$ cat config.mk
export PLATFORM = sky130hd
export DESIGN_NAME = pipe_stage_reg
export DESIGN_NICKNAME = d
export VERILOG_FILES = /design/src/rtl/pipe_stage_reg.sv
export SDC_FILE = /design/constraint.sdc
export NUM_CORES = 1
export LEC_CHECK = 0
export ABC_AREA = 1
export BUFFER_PORTS_ARGS = -buffer_cell sky130_fd_sc_hd__buf_2
export CAP_MARGIN = 20
export CELL_PAD_IN_SITES_DETAIL_PLACEMENT = 0
export CELL_PAD_IN_SITES_GLOBAL_PLACEMENT = 1
export CORE_MARGIN = 2
export CORE_UTILIZATION = 33
export DETAILED_ROUTE_END_ITERATION = 8
export PLACE_DENSITY = 0.95
export SYNTH_ARGS = -nofsm -noshare
export SYNTH_HDL_FRONTEND = slang
export SYNTH_SLANG_ARGS = --single-unit
$ cat constraint.sdc
create_clock -name clk -period 4.36 [get_ports clk]
set_input_delay 0 -clock clk [delete_from_list [all_inputs] [get_ports clk]]
set_output_delay 0 -clock clk [all_outputs]
set_load 0.02 [all_outputs]
$ cat src/rtl/pipe_stage_reg.sv
// pipe_stage_reg: DEPTH-stage writeback-bundle delay line with stall,
// flush, valid tracking, occupancy count and youngest-first forwarding.
// Ports:
//   clk, reset (async, active-high)
//   stall, flush (flush wins over stall)
//   in_valid, RegWE, Rd, DataIn (input bundle; loaded into stage 0)
//   fwd_rd (forwarding lookup index)
//   valid_out, RegWE_out, Rd_out, DataOut (last-stage bundle)
//   fwd_hit, fwd_data (youngest in-flight writer of fwd_rd)
//   occupancy (number of valid stages)
module pipe_stage_reg #(
    parameter int DATA_W   = 64,
    parameter int RD_W     = 5,
    parameter int DEPTH    = 1,
    parameter int ZERO_REG = 31,
    localparam int CNT_W   = $clog2(DEPTH + 1)
) (
    input  logic              clk,
    input  logic              reset,
    input  logic              stall,
    input  logic              flush,
    input  logic              in_valid,
    input  logic              RegWE,
    input  logic [RD_W-1:0]   Rd,
    input  logic [DATA_W-1:0] DataIn,
    input  logic [RD_W-1:0]   fwd_rd,
    output logic              valid_out,
    output logic              RegWE_out,
    output logic [RD_W-1:0]   Rd_out,
    output logic [DATA_W-1:0] DataOut,
    output logic              fwd_hit,
    output logic [DATA_W-1:0] fwd_data,
    output logic [CNT_W-1:0]  occupancy
);

    logic [DEPTH-1:0]  r_valid;
    logic [DEPTH-1:0]  r_we;
    logic [RD_W-1:0]   r_rd   [DEPTH];
    logic [DATA_W-1:0] r_data [DEPTH];
    logic [CNT_W-1:0]  r_occ;

    logic [DEPTH-1:0]  w_match;
    logic              w_fwd_ok;
    logic              w_fwd_hit;
    logic [DATA_W-1:0] w_fwd_data;

    always_ff @(posedge clk or posedge reset) begin
        if (reset) begin
            r_valid <= '0;
            r_we    <= '0;
            r_occ   <= '0;
            for (int k = 0; k < DEPTH; k++) begin
                r_rd[k]   <= '0;
                r_data[k] <= '0;
            end
        end else if (flush) begin
            // Bubbles keep their Rd/Data; only the qualifiers drop.
            r_valid <= '0;
            r_we    <= '0;
            r_occ   <= '0;
        end else if (!stall) begin
            for (int k = DEPTH - 1; k >= 1; k--) begin
                r_valid[k] <= r_valid[k-1];
                r_we[k]    <= r_we[k-1];
                r_rd[k]    <= r_rd[k-1];
                r_data[k]  <= r_data[k-1];
            end
            r_valid[0] <= in_valid;
            r_we[0]    <= RegWE & in_valid;
            r_rd[0]    <= Rd;
            r_data[0]  <= DataIn;
            // One enters, one may leave; never exceeds DEPTH.
            r_occ <= r_occ + CNT_W'(in_valid)
                           - CNT_W'(r_valid[DEPTH-1]);
        end
    end

    assign w_fwd_ok = (fwd_rd != RD_W'(ZERO_REG));

    always_comb begin
        w_match    = '0;
        w_fwd_hit  = 1'b0;
        w_fwd_data = '0;
        for (int k = 0; k < DEPTH; k++) begin
            w_match[k] = r_valid[k] & r_we[k]
                       & (r_rd[k] == fwd_rd) & w_fwd_ok;
        end
        // Walk oldest to youngest so the youngest match is written last.
        for (int k = DEPTH - 1; k >= 0; k--) begin
            if (w_match[k]) begin
                w_fwd_hit  = 1'b1;
                w_fwd_data = r_data[k];
            end
        end
    end

    assign valid_out = r_valid[DEPTH-1];
    assign RegWE_out = r_valid[DEPTH-1] & r_we[DEPTH-1];
    assign Rd_out    = r_rd[DEPTH-1];
    assign DataOut   = r_data[DEPTH-1];
    assign fwd_hit   = w_fwd_hit;
    assign fwd_data  = w_fwd_data;
    assign occupancy = r_occ;

endmodule

# Word-level counts from Yosys, hierarchy flattened
# Cells that the tools add are included.
# classes
n_addsub	2
eq_ne	3
muxes	8
bitwise_logic	6
reduce_logical	1
# op_table
cell	n
$mux 64	1
$mux 1	7
$eq 5x5->1	1
$ne 5x5->1 const B	1
$and 1x1->1	4
$ne 2x1->1 const B	1
$not 1->1	2
$reduce_and 2->1	1
$add 1x1->1	1
$sub 1x1->1	1
# word_totals
ff_bits	72
input_bits	80
out_inout_bits	137
wordCells	25

# Logic depth before layout (Yosys ltp)
# Gate-level depths: netlist (run 1).
# logic_depth
depth_word	4
mapped_depth	10
mapped_depth_nobuf	8

# Worst setup path after synthesis (run 1)
# No wires, ideal clock.
# synth_timing
path_kind	register to output
from	reg r_valid (netlist: valid_out)
to	out fwd_data[10]
arrival_time_ps	1463
path_slack_ps	2897
stages_incl_launch_ff	8
path_cell_list	dfrtp_1 nand2_1 inv_2 o21ai_1 nor2_1 nand3_1 clkbuf_1 nor2_1
# synth_between
elab_chain_len	4
# synth_rtl
element	line_no	rtl
start, declared	36	logic [DEPTH-1:0] r_valid;
start signal, assigned by index	63	r_valid[k] <= r_valid[k-1];
$and 1x1->1	n/a	
named net RegWE_out	28	output logic RegWE_out,
$and 1x1->1 (2 in series)	86	& (r_rd[k] == fwd_rd) & w_fwd_ok;
$mux 64	90	if (w_match[k]) begin
end, declared	32	output logic [DATA_W-1:0] fwd_data,
# The timed path passes the listed nets, and every way through them passes these cells.

# Worst setup path after layout (run 1)
# layout_timing
from	reg r_valid (netlist: valid_out)
to	out fwd_data[40]
# layout_between
elab_chain_len	4
# layout_rtl
element	line_no	rtl
$and 1x1->1	85	w_match[k] = r_valid[k] & r_we[k]
$and 1x1->1 (2 in series)	86	
$mux 64	90	
# No other way between the ends.

==> results of run 1 <==
==> cells by family (layout without fill, tap and decap cells) <==
kind of cell | after synthesis | after routing | synth area share
AO/OA/AOI/OAI | 71 | 71 | 0.0980
XOR/XNOR | 1 | 1 | 0.00242
buffers and inverters | 99 | 389 | 0.129
flip-flops | 72 | 72 | 0.497
AND/OR/NAND/NOR | 164 | 164 | 0.274
==> stage by stage <==
stage	util	power (W)	setup WS (ns)	hold slack, ns	area (um^2)
2_1_floorplan	-	0.00106	2.54	0.117	3630
3_3_place_gp	0.442	0.00122	2.26	0.201	4770
3_5_place_dp	0.442	0.00123	2.18	0.204	4770
4_1_cts	0.532	0.00187	1.47	0.00430	5750
5_1_grt	0.534	0.00195	1.61	0.0218	5770
6_report	0.534	0.00184	1.80	0.0188	5770
==> worst max-delay path: stages, from the launching register on <==
cell	delay (ns)
dfrtp_1	0.43
nand2_1	0.10
inv_2	0.06
o21ai_1	0.05
nor2_1	0.18
nand3_4	0.59
buf_12	0.48
nor2_4	0.11
buf_2	0.17
==> how the worst min path moves through the flow <==
stage / depth (start not counted) / endpoint
2_1_floorplan: 2 / Rd_out[1]
5_1_grt: 4 / occupancy
3_5_place_dp: 3 / Rd_out[1]
4_1_cts: 4 / occupancy
3_3_place_gp: 3 / Rd_out[1]
6_report: 4 / occupancy
==> power by group <==
group | internal, W | switching, W | total, W
logic | 0.000172 | 0.000298 | 0.000470
registers | 0.000751 | 0.0000468 | 0.000798
clock network | 0.000338 | 0.000235 | 0.000574
==> cell usage after synthesis <==
cell type,count
a21oi_1,1
buf_2,9
o21ai_0,69
xor2_1,1
inv_2,1
dfrtp_1,72
nand3_1,6
nand4_1,1
nor2_4,49
buf_8,1
inv_1,76
clkbuf_1,7
nand2_1,90
buf_12,4
buf_6,1
nor2_1,18
o21ai_1,1
==> flip-flops by register name, indices dropped and copies added, names as in the netlist <==
name / cells
r_we: 1
DataOut: 64
occupancy: 1
valid_out: 1
Rd_out: 5
==> per-layer routing <==
layer | wire length [um] | global-route usage | vias to the layer above
li1 | - | - | 1781
met1 | 3940 | 0.186 | 1678
met2 | 5240 | 0.299 | 160
met3 | 810 | 0.0478 | 19
met4 | 235 | 0.0659 | 0
met5 | 0 | 0 | -
==> final cells by class <==
type                       instances  area share
timing repair buffer             296       0.331
clock buffer                      13      0.0258
clock inverter                     3      0.0113
tap                              140      0.0304
multi-input combinational        236       0.239
sequential                        72       0.312
inverter                          77      0.0501
==> cells in the final DEF, fill, tap and decap left out, types with 2 or more instances in the layout <==
master,n
dfrtp_1,72
buf_2,216
buf_12,3
inv_2,2
bufinv_16,2
o21ai_0,69
nor2_4,50
nand3_1,5
dlygate4sd3_1,76
clkbuf_1,3
clkbuf_8,10
nand2_1,90
inv_1,75
nor2_1,17
==> repair_timing <==
item                                   CTS  global route
endpoints found under the hold margin  144             0
buffers inserted                         0             0
hold buffers                            76             0
==> summary.txt, run 1 <==
Outcome - complete, no violations
Cts bufs inserted - 9
Maximum VDD drop - 0.162 mV
Final Wtd Congestion - 0.784
Cells taking the most area after synthesis - dfrtp_1 50%, nor2_4 15%, o21ai_0 9.5%
GRT Residual Overflow - 0
Non-filler cells, final - 837
Reg2reg path depth - 3
Critical R2R Launch - valid_out
Vias per cell - 4.35
Total Neg Setup Slack - 0 ns
Placed cell count - 744
Clk slew on worst S/H paths - 0.08 ns
Die height - 109 um
CP arrival - 2.56 ns
Leak - 3.05 nW
Worst hold path type - in2reg
Register area - 1800 um^2
Clock latency on the worst-skew pair - 0.33 ns
Top cell type by total area after synthesis - dfrtp_1
Avg Cell Area, Syn - 8.91 um^2
CP max FO - 34
H-tree Lvls - 3
Skew final - 0.00000264 ns
CP Launch Type - register
Final hold viol count - 0
Minimum clock period - 2.56 ns
DRC violations left - 0
FF-to-FF setup slack - 3.10 ns
First-pass GRT wire length - 15.6 mm
Ant. Diodes - 0
Crit path to - fwd_data[40]
Initial antenna violation count - 0
Largest net degree at the start of global routing - 79
Max Clk Rate - 0.391 GHz
FF+latch count, synth - 72
Share of layout cells above drive strength 1 - 0.410
Final WL - 10.2 mm
Worst-Margin Slew - 0.910 ns
Clock Path Buffers - 2
Critical path endpoint category - primary output
Post-Syn Nets - 487
Final period util - 0.587
Yosys cell types - 17
Initial DRC Count - 224
Vias in the first global route - 3,543
Clock tree sinks - 72
Synth-to-layout area growth - 59.0%
Resized Gates After CTS - 0
CTS tree - done
Synth top area share - 0.497
FF-to-FF End - valid_out
Fillers - 921
Post-DP HPWL - 6.92 mm
Die area - 11,800 um^2
Multi-input combinational cell area - 1380 um^2
Vias - 3,638
# rows - 38
Placeable Area - 10,800 um^2
GRT Total Usage - 0.167
Post-synthesis instance area - 3630 um^2
Mapped Cells - 407
PwrDens - 319 nW/um^2
Sequential share of the synthesized area - 0.497
Root Buffer - clkbuf_8
Routed len/inst - 12.2 um
Initial cell density of the core - 0.336
TritonRoute pass-1 iters - 4
Crit path from - valid_out
Ys Warns - 0
Max-Cap Viols - 0
WS Path Type - reg2out
Critical Path RT - 4.36 ns
# port buffers - 216
Final setup violating endpoints - 0
RSZ-0062 raised after global routing - no
I/O Pins - 217
Width of the die - 109 um
Nets - 772
Hold Crit Start - flush
Slew Viols, Final - 0
ANT nets after route - 0
Max-slew headroom - 0.394
No activity file was read; power rests on OpenSTA's default activity.
==> run 2, diff against run 1 <==
Settings changed: CORE_UTILIZATION 33 to 30, PLACE_DENSITY 0.95 to 0.9.
Clock period 4.36 ns to 2.4 ns, I/O delays scaled along.
==> run 2 against run 1 <==
First-iteration DRC count fell by 54%. Die area rose by 9.6%. Register-to-register slack got worse by 1.9 ns. Utilization fell by 4.5 points. Clock skew barely moved. Non-clock buffer count fell by 1. Sequential power rose by 83%. Combinational power rose by 81%. Global-route usage fell by 1.0 points. Cell count rose by 0.48%. Highest routed layer unchanged. Clock power rose by 110%. Cell area rose by 1.0%.
==> summary.txt, run 2 (synthesized netlist as in run 1, its figures left out) <==
Critical path endpoint category - primary output
Pwr Total - 0.00352 W
Synth-to-layout area growth - 60.7%
Initial antenna violation count - 0
FF-to-FF End - valid_out
Root Buffer - clkbuf_16
Worst Hold End - occupancy
Max reg flops - 64
ANT nets after route - 0
FF-to-FF setup slack - 1.16 ns
CP max FO - 34
Total Neg Setup Slack - 0 ns
Post-layout util - 0.489
Crit path from - valid_out
Slowest stage delay, CP - 0.54 ns
Initial DRC Count - 104
Placed inst area - 4800 um^2
Max-Cap Viols - 0
GRT Total Usage - 0.157
Vias in the first global route - 3,570
Max Clk Rate - 0.498 GHz
H-tree Lvls - 3
RSZ-0062 raised after global routing - no
I/O Pins - 217
Slew Viols, Final - 0
PwrDens - 605 nW/um^2
Maximum VDD drop - 0.281 mV
Outcome - complete, no violations
Final hold viol count - 0
Worst hold path type - in2reg
Skew final - 0.000306 ns
WP buf/inv - 4
CTS tree - done
Instance count on the critical path - 8
Clock tree sinks - 72
CP Launch Type - register
Initial cell density of the core - 0.304
Vias per cell - 4.23
Final setup violating endpoints - 0
Max-slew headroom - 0.456
Nets - 771
Critical R2R Launch - valid_out
DRC violations left - 0
Leak - 3.07 nW
Clk slew on worst S/H paths - 0.05 ns
Reg2reg path depth - 3
Final worst slack - 0.394 ns
WS Path Type - reg2out
Routed len/inst - 12.2 um
Largest net degree at the start of global routing - 139
Placeable Area - 11,900 um^2
Most common cell after layout, fill and taps aside - buf_2
Most frequent cells in the layout - 216 x buf_2, 90 x nand2_1, 75 x inv_1, 75 x dlygate4sd3_1, 72 x dfrtp_1
Share of layout cells above drive strength 1 - 0.411
Final period util - 0.836
Minimum clock period - 2.01 ns
Critical Path RT - 2.40 ns
CP arrival - 2.01 ns
Hold Crit Start - stall
Clock latency on the worst-skew pair - 0.32 ns
Resized Gates After CTS - 0
GRT Residual Overflow - 0
Place WS - 0.753 ns
Slowest cell on the critical path - buf_4
Final WL - 10.3 mm
Fin area - 5830 um^2
TritonRoute pass-1 iters - 4
Clock Path Buffers - 2
Vias - 3,560
Final Wtd Congestion - 0.790
Die height - 114 um
Post-CTS Setup Inserts - 0
Crit path cell chain - nand2_1 > inv_2 > o21ai_1 > nor2_1 > nand3_4 > buf_4 > inv_1 > buf_2
Post-DP HPWL - 6.82 mm
Fillers - 1,103
Cell family with most CP delay - buffers and inverters
# rows - 40
Cell depth of the worst hold path - 3
First-pass GRT wire length - 16.3 mm
Die area - 13,000 um^2
Ant. Diodes - 0
# port buffers - 216
Cts bufs inserted - 9
Worst-Margin Slew - 0.814 ns
Width of the die - 114 um
==> run 2: cell count changes in the layout (fill, tap and decap cells not counted) <==
cell | previous run | this run
bufinv_16 | 2 | 0
clkbuf_1 | 3 | 2
clkbuf_16 | 0 | 9
clkbuf_8 | 10 | 3
clkinv_2 | 1 | 0
dlygate4sd3_1 | 76 | 75
==> run 2: how the worst max path moves through the flow <==
stage,endpoint,slack [ns]
3_5_place_dp,fwd_data[2],0.75
5_1_grt,fwd_data[60],0.25
4_1_cts,fwd_data[2],0.39
6_report,fwd_hit,0.39
2_1_floorplan,DataOut[0],0.58
3_3_place_gp,fwd_hit,0.82
==> run 2: report_power, final <==
| part | internal [W] | switching, W | leakage (nW) | total [W] |
|---|---|---|---|---|
| clock network | 0.000773 | 0.000441 | 0.135 | 0.00121 |
| logic | 0.000311 | 0.000541 | 2.05 | 0.000852 |
| registers | 0.00137 | 0.0000886 | 0.889 | 0.00146 |
| total | 0.00245 | 0.00107 | 3.07 | 0.00352 |
==> run 2: cell type report <==
cell class / instances / area, um^2 / area share
Timing Repair Buffer: 295 / 1900 / 0.326
Clock buffer: 14 / 274 / 0.0470
Multi-Input combinational cell: 236 / 1380 / 0.236
Sequential cell: 72 / 1800 / 0.309
Tap cell: 147 / 184 / 0.0316
Inverter: 77 / 289 / 0.0496
==> run 2: repair_timing <==
item	in CTS	in global routing
hold endpoints to repair	107	0
setup endpoints to repair	0	0
hold buffers	75	0
==> run 2: worst reg2reg max path, cell delays in order, from the launching register on <==
cell and delay, ns:
dfrtp_1 0.42, nand3_1 0.09, o21ai_0 0.06, dlygate4sd3_1 0.55
==> run 2: metrics by stage <==
stage,hold slack (ns),cells
after floorplan,0.117,407
after global placement,0.204,752
after detailed placement,0.208,752
after CTS,0.00568,841
after global routing,0.0103,841
final,0.0156,841
==> run 2: metal layers <==
layer,routed length [um],global-route usage,vias up
met5,0,0,-
met1,4220,0.182,1621
met3,785,0.0446,12
met2,5130,0.277,144
li1,-,-,1783
met4,137,0.0537,0
